<file path="src/rtl/sram_arbiter.sv">
// rtl/sram_arbiter.sv - CPU/DMA arbiter in front of the scratchpad SRAM port
// Fixed CPU priority with DMA starvation override, capped locked DMA bursts, registered read responses.
module sram_arbiter #(
  parameter int STARVE_LIMIT = 8,
  parameter int MAX_BURST    = 16
) (
  input  logic        clk,
  input  logic        rst_n,
  input  logic        cpu_req,
  input  logic        cpu_we,
  input  logic [3:0]  cpu_be,
  input  logic [12:0] cpu_addr,
  input  logic [31:0] cpu_wdata,
  output logic        cpu_gnt,
  output logic        cpu_rvalid,
  output logic [31:0] cpu_rdata,
  input  logic        dma_req,
  input  logic        dma_we,
  input  logic        dma_lock,
  input  logic [3:0]  dma_be,
  input  logic [12:0] dma_addr,
  input  logic [31:0] dma_wdata,
  output logic        dma_gnt,
  output logic        dma_rvalid,
  output logic [31:0] dma_rdata,
  output logic        sram_req,
  output logic        sram_we,
  output logic [3:0]  sram_be,
  output logic [12:0] sram_addr,
  output logic [31:0] sram_wdata,
  input  logic [31:0] sram_rdata,
  input  logic        sram_ready,
  input  logic        pd_en,
  input  logic        ret_en,
  input  logic        mbist_en,
  output logic        dma_burst_active
);

  localparam int BW = $clog2(MAX_BURST + 1);
  localparam int SW = $clog2(STARVE_LIMIT + 1);
  localparam logic [BW-1:0] BEAT_MAX   = BW'(MAX_BURST);
  localparam logic [SW-1:0] STARVE_MAX = SW'(STARVE_LIMIT);

  typedef enum logic [1:0] {IDLE, BURST, OFFLINE} state_e;

  state_e        state_q, state_d;
  logic [BW-1:0] beat_q, beat_d;
  logic [SW-1:0] starve_q, starve_d;
  logic          force_q, force_d;
  logic          avail, dma_win, cpu_win;
  logic          cpu_rvalid_q, dma_rvalid_q;
  logic [31:0]   cpu_rdata_q, dma_rdata_q;

  assign avail = pd_en & ~ret_en & ~mbist_en & sram_ready;

  always_comb begin
    state_d  = state_q;
    beat_d   = beat_q;
    starve_d = starve_q;
    force_d  = 1'b0;
    dma_win  = 1'b0;
    cpu_win  = 1'b0;
    if (!avail) begin
      state_d = OFFLINE;
      beat_d  = '0;
    end else if (state_q == BURST) begin
      dma_win = dma_req;
      cpu_win = cpu_req & ~dma_req;
      if (dma_req) begin
        beat_d = beat_q + BW'(1);
        if (beat_d == BEAT_MAX) begin
          state_d = IDLE;
          beat_d  = '0;
          force_d = 1'b1;
        end else if (!dma_lock) begin
          state_d = IDLE;
          beat_d  = '0;
        end
      end
    end else begin
      // IDLE and the first available cycle out of OFFLINE arbitrate identically
      state_d = IDLE;
      dma_win = dma_req & (~cpu_req | ((starve_q == STARVE_MAX) & ~force_q));
      cpu_win = cpu_req & ~dma_win;
      if (dma_win & dma_lock) begin
        state_d = BURST;
        beat_d  = BW'(1);
      end else begin
        beat_d  = '0;
      end
    end
    if (dma_win) begin
      starve_d = '0;
    end else if (cpu_win & dma_req & (starve_q != STARVE_MAX)) begin
      starve_d = starve_q + SW'(1);
    end
  end

  assign cpu_gnt          = cpu_win;
  assign dma_gnt          = dma_win;
  assign dma_burst_active = (state_q == BURST);

  always_comb begin
    sram_req   = 1'b0;
    sram_we    = 1'b0;
    sram_be    = '0;
    sram_addr  = '0;
    sram_wdata = '0;
    if (dma_win) begin
      sram_req   = 1'b1;
      sram_we    = dma_we;
      sram_be    = dma_be;
      sram_addr  = dma_addr;
      sram_wdata = dma_wdata;
    end else if (cpu_win) begin
      sram_req   = 1'b1;
      sram_we    = cpu_we;
      sram_be    = cpu_be;
      sram_addr  = cpu_addr;
      sram_wdata = cpu_wdata;
    end
  end

  always_ff @(posedge clk or negedge rst_n) begin
    if (!rst_n) begin
      state_q      <= IDLE;
      beat_q       <= '0;
      starve_q     <= '0;
      force_q      <= 1'b0;
      cpu_rvalid_q <= 1'b0;
      dma_rvalid_q <= 1'b0;
      cpu_rdata_q  <= '0;
      dma_rdata_q  <= '0;
    end else begin
      state_q      <= state_d;
      beat_q       <= beat_d;
      starve_q     <= starve_d;
      force_q      <= force_d;
      cpu_rvalid_q <= cpu_win & ~cpu_we;
      dma_rvalid_q <= dma_win & ~dma_we;
      if (cpu_win & ~cpu_we) cpu_rdata_q <= sram_rdata;
      if (dma_win & ~dma_we) dma_rdata_q <= sram_rdata;
    end
  end

  assign cpu_rvalid = cpu_rvalid_q;
  assign cpu_rdata  = cpu_rdata_q;
  assign dma_rvalid = dma_rvalid_q;
  assign dma_rdata  = dma_rdata_q;

endmodule

</file>
<file path="config.mk">
export PLATFORM = sky130hd
export DESIGN_NAME = sram_arbiter
export DESIGN_NICKNAME = d
export VERILOG_FILES = /design/src/rtl/sram_arbiter.sv
export SDC_FILE = /design/constraint.sdc
export NUM_CORES = 1
export LEC_CHECK = 0
export ABC_CLOCK_PERIOD_IN_PS = 6400
export BUFFER_PORTS_ARGS = -buffer_cell sky130_fd_sc_hd__buf_2
export CAP_MARGIN = 20
export CORE_MARGIN = 2
export CORE_UTILIZATION = 40
export DETAILED_ROUTE_END_ITERATION = 6
export HOLD_SLACK_MARGIN = 0.12
export MAX_ROUTING_LAYER = met4
export PLACE_DENSITY = 0.82
export SLEW_MARGIN = 25
export SYNTH_ARGS = -nofsm -noshare
export SYNTH_HDL_FRONTEND = slang
export SYNTH_SLANG_ARGS = --single-unit
</file>
<file path="constraint.sdc">
create_clock -name clk -period 6.4 [get_ports clk]
set_clock_uncertainty 0.05 [all_clocks]
set_input_delay 0.32 -clock clk [delete_from_list [all_inputs] [get_ports clk]]
set_output_delay 0.32 -clock clk [all_outputs]
set_load 0.03 [all_outputs]
</file>
==> key figures <==
Routing
  • Vias per std cell: 5.39
  • Routed Antenna Nets: 0
  • Drt first pass iters: 4
  • Wire length on met1: 5140 um
  • Met3 wire length: 1340 um
  • Drt initial violations: 156
  • Routed vias: 3524
  • Total routed wirelength: 12700 um
  • DRC: 0
  • WL/cell: 19.4 um
  • Highest routed metal layer: met4
  • DR WL met2: 6130 um

Worst setup path
  • Worst setup path start: starve_q[1]
  • Crit end category: register
  • Crit path arrival time: 3.25 ns
  • Crit Path Max Fanout: 52
  • Crit Path Category: reg2reg
  • Startpoint class of the critical path: register
  • R2R Path Start: starve_q[1]
  • Worst EP required: 6.57 ns

CTS
  • CTS sink cnt: 78
  • Clock-pin slew on the worst setup and hold paths: 0.09 ns
  • Root Driver: clkbuf_8
  • Clock Tree Buf Depth: 2
  • CTS HTree Levels: 3
  • CTS Buf Count: 9
  • TritonCTS clock tree: done
  • Post-CTS Repair Setup Buffers: 0
  • Clk_lat worst skew: 0.34 ns

Floorplanning
  • Die Wd: 101 um
  • Die height: 101 um
  • Initial Util: 41.2%
  • DIE AREA: 0.0103 mm2
  • IO Pins: 261
  • Core area: 0.00920 mm2
  • Core Rows: 35

Power
  • Clock power share: 23.2%
  • Sequential power share: 41.6%
  • Total power: 1.57 mW
  • Sw frac: 36.9%
  • Maximum VDD drop: 0.000113 V
  • Internal power: 0.988 mW
  • Switch Pwr: 0.578 mW
  • Part of the power in combinational logic: 35.1%
  • Leak Pwr: 2.99 nW
  • Power per Cell Area: 293 mW/mm2

Global route
  • First-pass GRT wire length: 18200 um
  • Vias in the first global route: 3404
  • Grt ovf: 0
  • Largest net degree at the start of global routing: 79
  • Gr usage total: 24.4%
  • Antenna violations before repair: 2

Timing
  • Max-slew violations: 0
  • Min setup slack post-route: 3.33 ns
  • Final period util: 48.0%
  • # setup viols final: 0
  • Setup Total Neg Slack: 0 ns
  • Minimum clock period: 3.07 ns
  • Hold Fails Final Rpt: 0
  • Max transition margin: 35.2%
  • RSZ-0062 raised after global routing: no
  • Worst slew pin tran: 0.972 ns
  • Fmax: 325 MHz

Min path
  • Hold Crit Class: in2reg
  • Hold Crit Start: sram_rdata[7]

Place
  • Post-DP HPWL: 10200 um
  • Gpl congestion: 0.893
  • Placed inst area: 0.00512 mm2
  • I/O Buffers: 260
  • Dpl ws: 3.37 ns

Yosys
  • Mean Syn Cell Area: 13.5 um2
  • Primary FF master, synth: dfrtp_1
  • Post-synth EDFFs: 0
  • Synth warnings: 0
  • Synthesized flop and latch total: 78
  • Cells after Synth: 281
  • Post-synthesis sequential area ratio: 51.5%
  • Mapped Area: 0.00379 mm2
  • Synth unique cells: 37
  • Ys async rst share: 100%
  • Syn nets: 425

Layout
  • Area occupied by multi-input gates: 0.00168 mm2
  • Layout cells sized above 1: 64.3%
  • Reg area: 0.00195 mm2
  • Area Growth Syn to Fin: 40.9%
  • Design area: 0.00534 mm2
  • Nets@finish: 680
  • Fill cells: 752

Run status
  • Status: finished clean

Flow run
  • Maxcap violations: 0
[cell type report]
class / instances / area share (%)
diodes: 2 / 0.0938
repair buffers: 263 / 25.0
well taps: 111 / 2.60
clock inverters: 6 / 1.27
flip-flops and latches: 78 / 36.6
clock buffers: 10 / 2.39
multi-input cells: 176 / 31.6
inverters: 8 / 0.563
[per-layer routing]
layer | vias to the layer above | track usage, %
li1 | 1578 | -
met1 | 1698 | 31.3
met2 | 237 | 37.9
met3 | 11 | 6.76
met4 | 0 | 7.38
met5 | - | -
[critical path, stage by stage, from the launching register on]
cell and delay (ns):
dfrtp_1 0.42, inv_1 0.08, ha_1 0.16, and4bb_1 0.24, o311a_2 0.82, nor2b_4 0.28
buf_4 0.50, mux2_2 0.40
[registers in the layout, indices dropped and copies added, names as in the netlist]
| signal | flops |
|---|---|
| starve_q | 4 |
| dma_rvalid | 1 |
| beat_q | 5 |
| cpu_rdata | 32 |
| cpu_rvalid | 1 |
| state_q | 2 |
| force_q | 1 |
| dma_rdata | 32 |
[cells in the mapped netlist (2+ instances only)]
master,number,area [um2]
buf_6,7,78.8
ha_1,3,37.5
inv_2,2,7.51
nand3_1,3,15.0
a22oi_1,2,15.0
clkbuf_1,12,45.0
o211ai_1,3,22.5
nor3_1,2,10.0
dfrtp_1,78,1950
nand4_1,2,12.5
mux2_4,29,435
a21oi_1,7,35.0
inv_1,6,22.5
a22o_1,52,455
nor2_1,6,22.5
mux2_2,36,405
o21ai_0,3,15.0
nand2_1,9,33.8
[worst paths after layout]
kind	to	slack, ns	depth (start not counted)
worst max-delay path	dma_rdata[5]	3.33	7
worst min-delay path	dma_rdata[7]	0.17	2
worst max register to register	dma_rdata[5]	3.33	7
worst min register to register	cpu_rdata[11]	0.46	1
max in group asynchronous	dma_rdata[30]	5.30	2
min in group asynchronous	dma_rdata[19]	0.51	2
[power by group through the flow]
stage               clock network (mW)  registers (mW)  logic, mW
floorplan                            0           0.845      0.163
global placement                     0           0.654      0.538
detailed placement                   0           0.659      0.551
CTS                              0.374           0.651      0.552
global route                     0.394           0.664      0.582
finish                           0.364           0.652      0.550
[what timing repair did]
action | 4_1_cts | 5_1_grt
setup endpoints to repair | 0 | 0
hold buffers | 1 | 0
hold endpoints to repair | 78 | 0
resized for setup | 0 | 0
[stage by stage]
step | utilization (%) | hold WS, ns | cells
global placement | 55.7 | 0.435 | 635
floorplan | - | -0.0256 | 281
CTS | 57.9 | 0.144 | 652
detailed placement | 55.7 | 0.440 | 635
global route | 58.0 | 0.150 | 654
finish | 58.0 | 0.167 | 654
[kinds of logic (layout without fill, tap and decap cells)]
logic type,Yosys count,in the layout,synth area share [%]
buf+inv,27,287,4.06
other cells,0,2,0
flops,78,78,51.5
compound gates,73,73,15.6
fa+ha+maj,3,3,0.991
simple gates,35,35,5.61
mux,65,65,22.2
[layout by cell type (no fill, tap or decap), types with 6 or more instances in the layout]
cell type	instances
a21oi_1	7
inv_1	6
mux2_2	36
clkbuf_8	9
nand2_1	9
nor2_1	6
a22o_1	52
buf_2	259
mux2_4	29
dfrtp_1	78
Note: power is estimated with default switching activity, not from simulation.
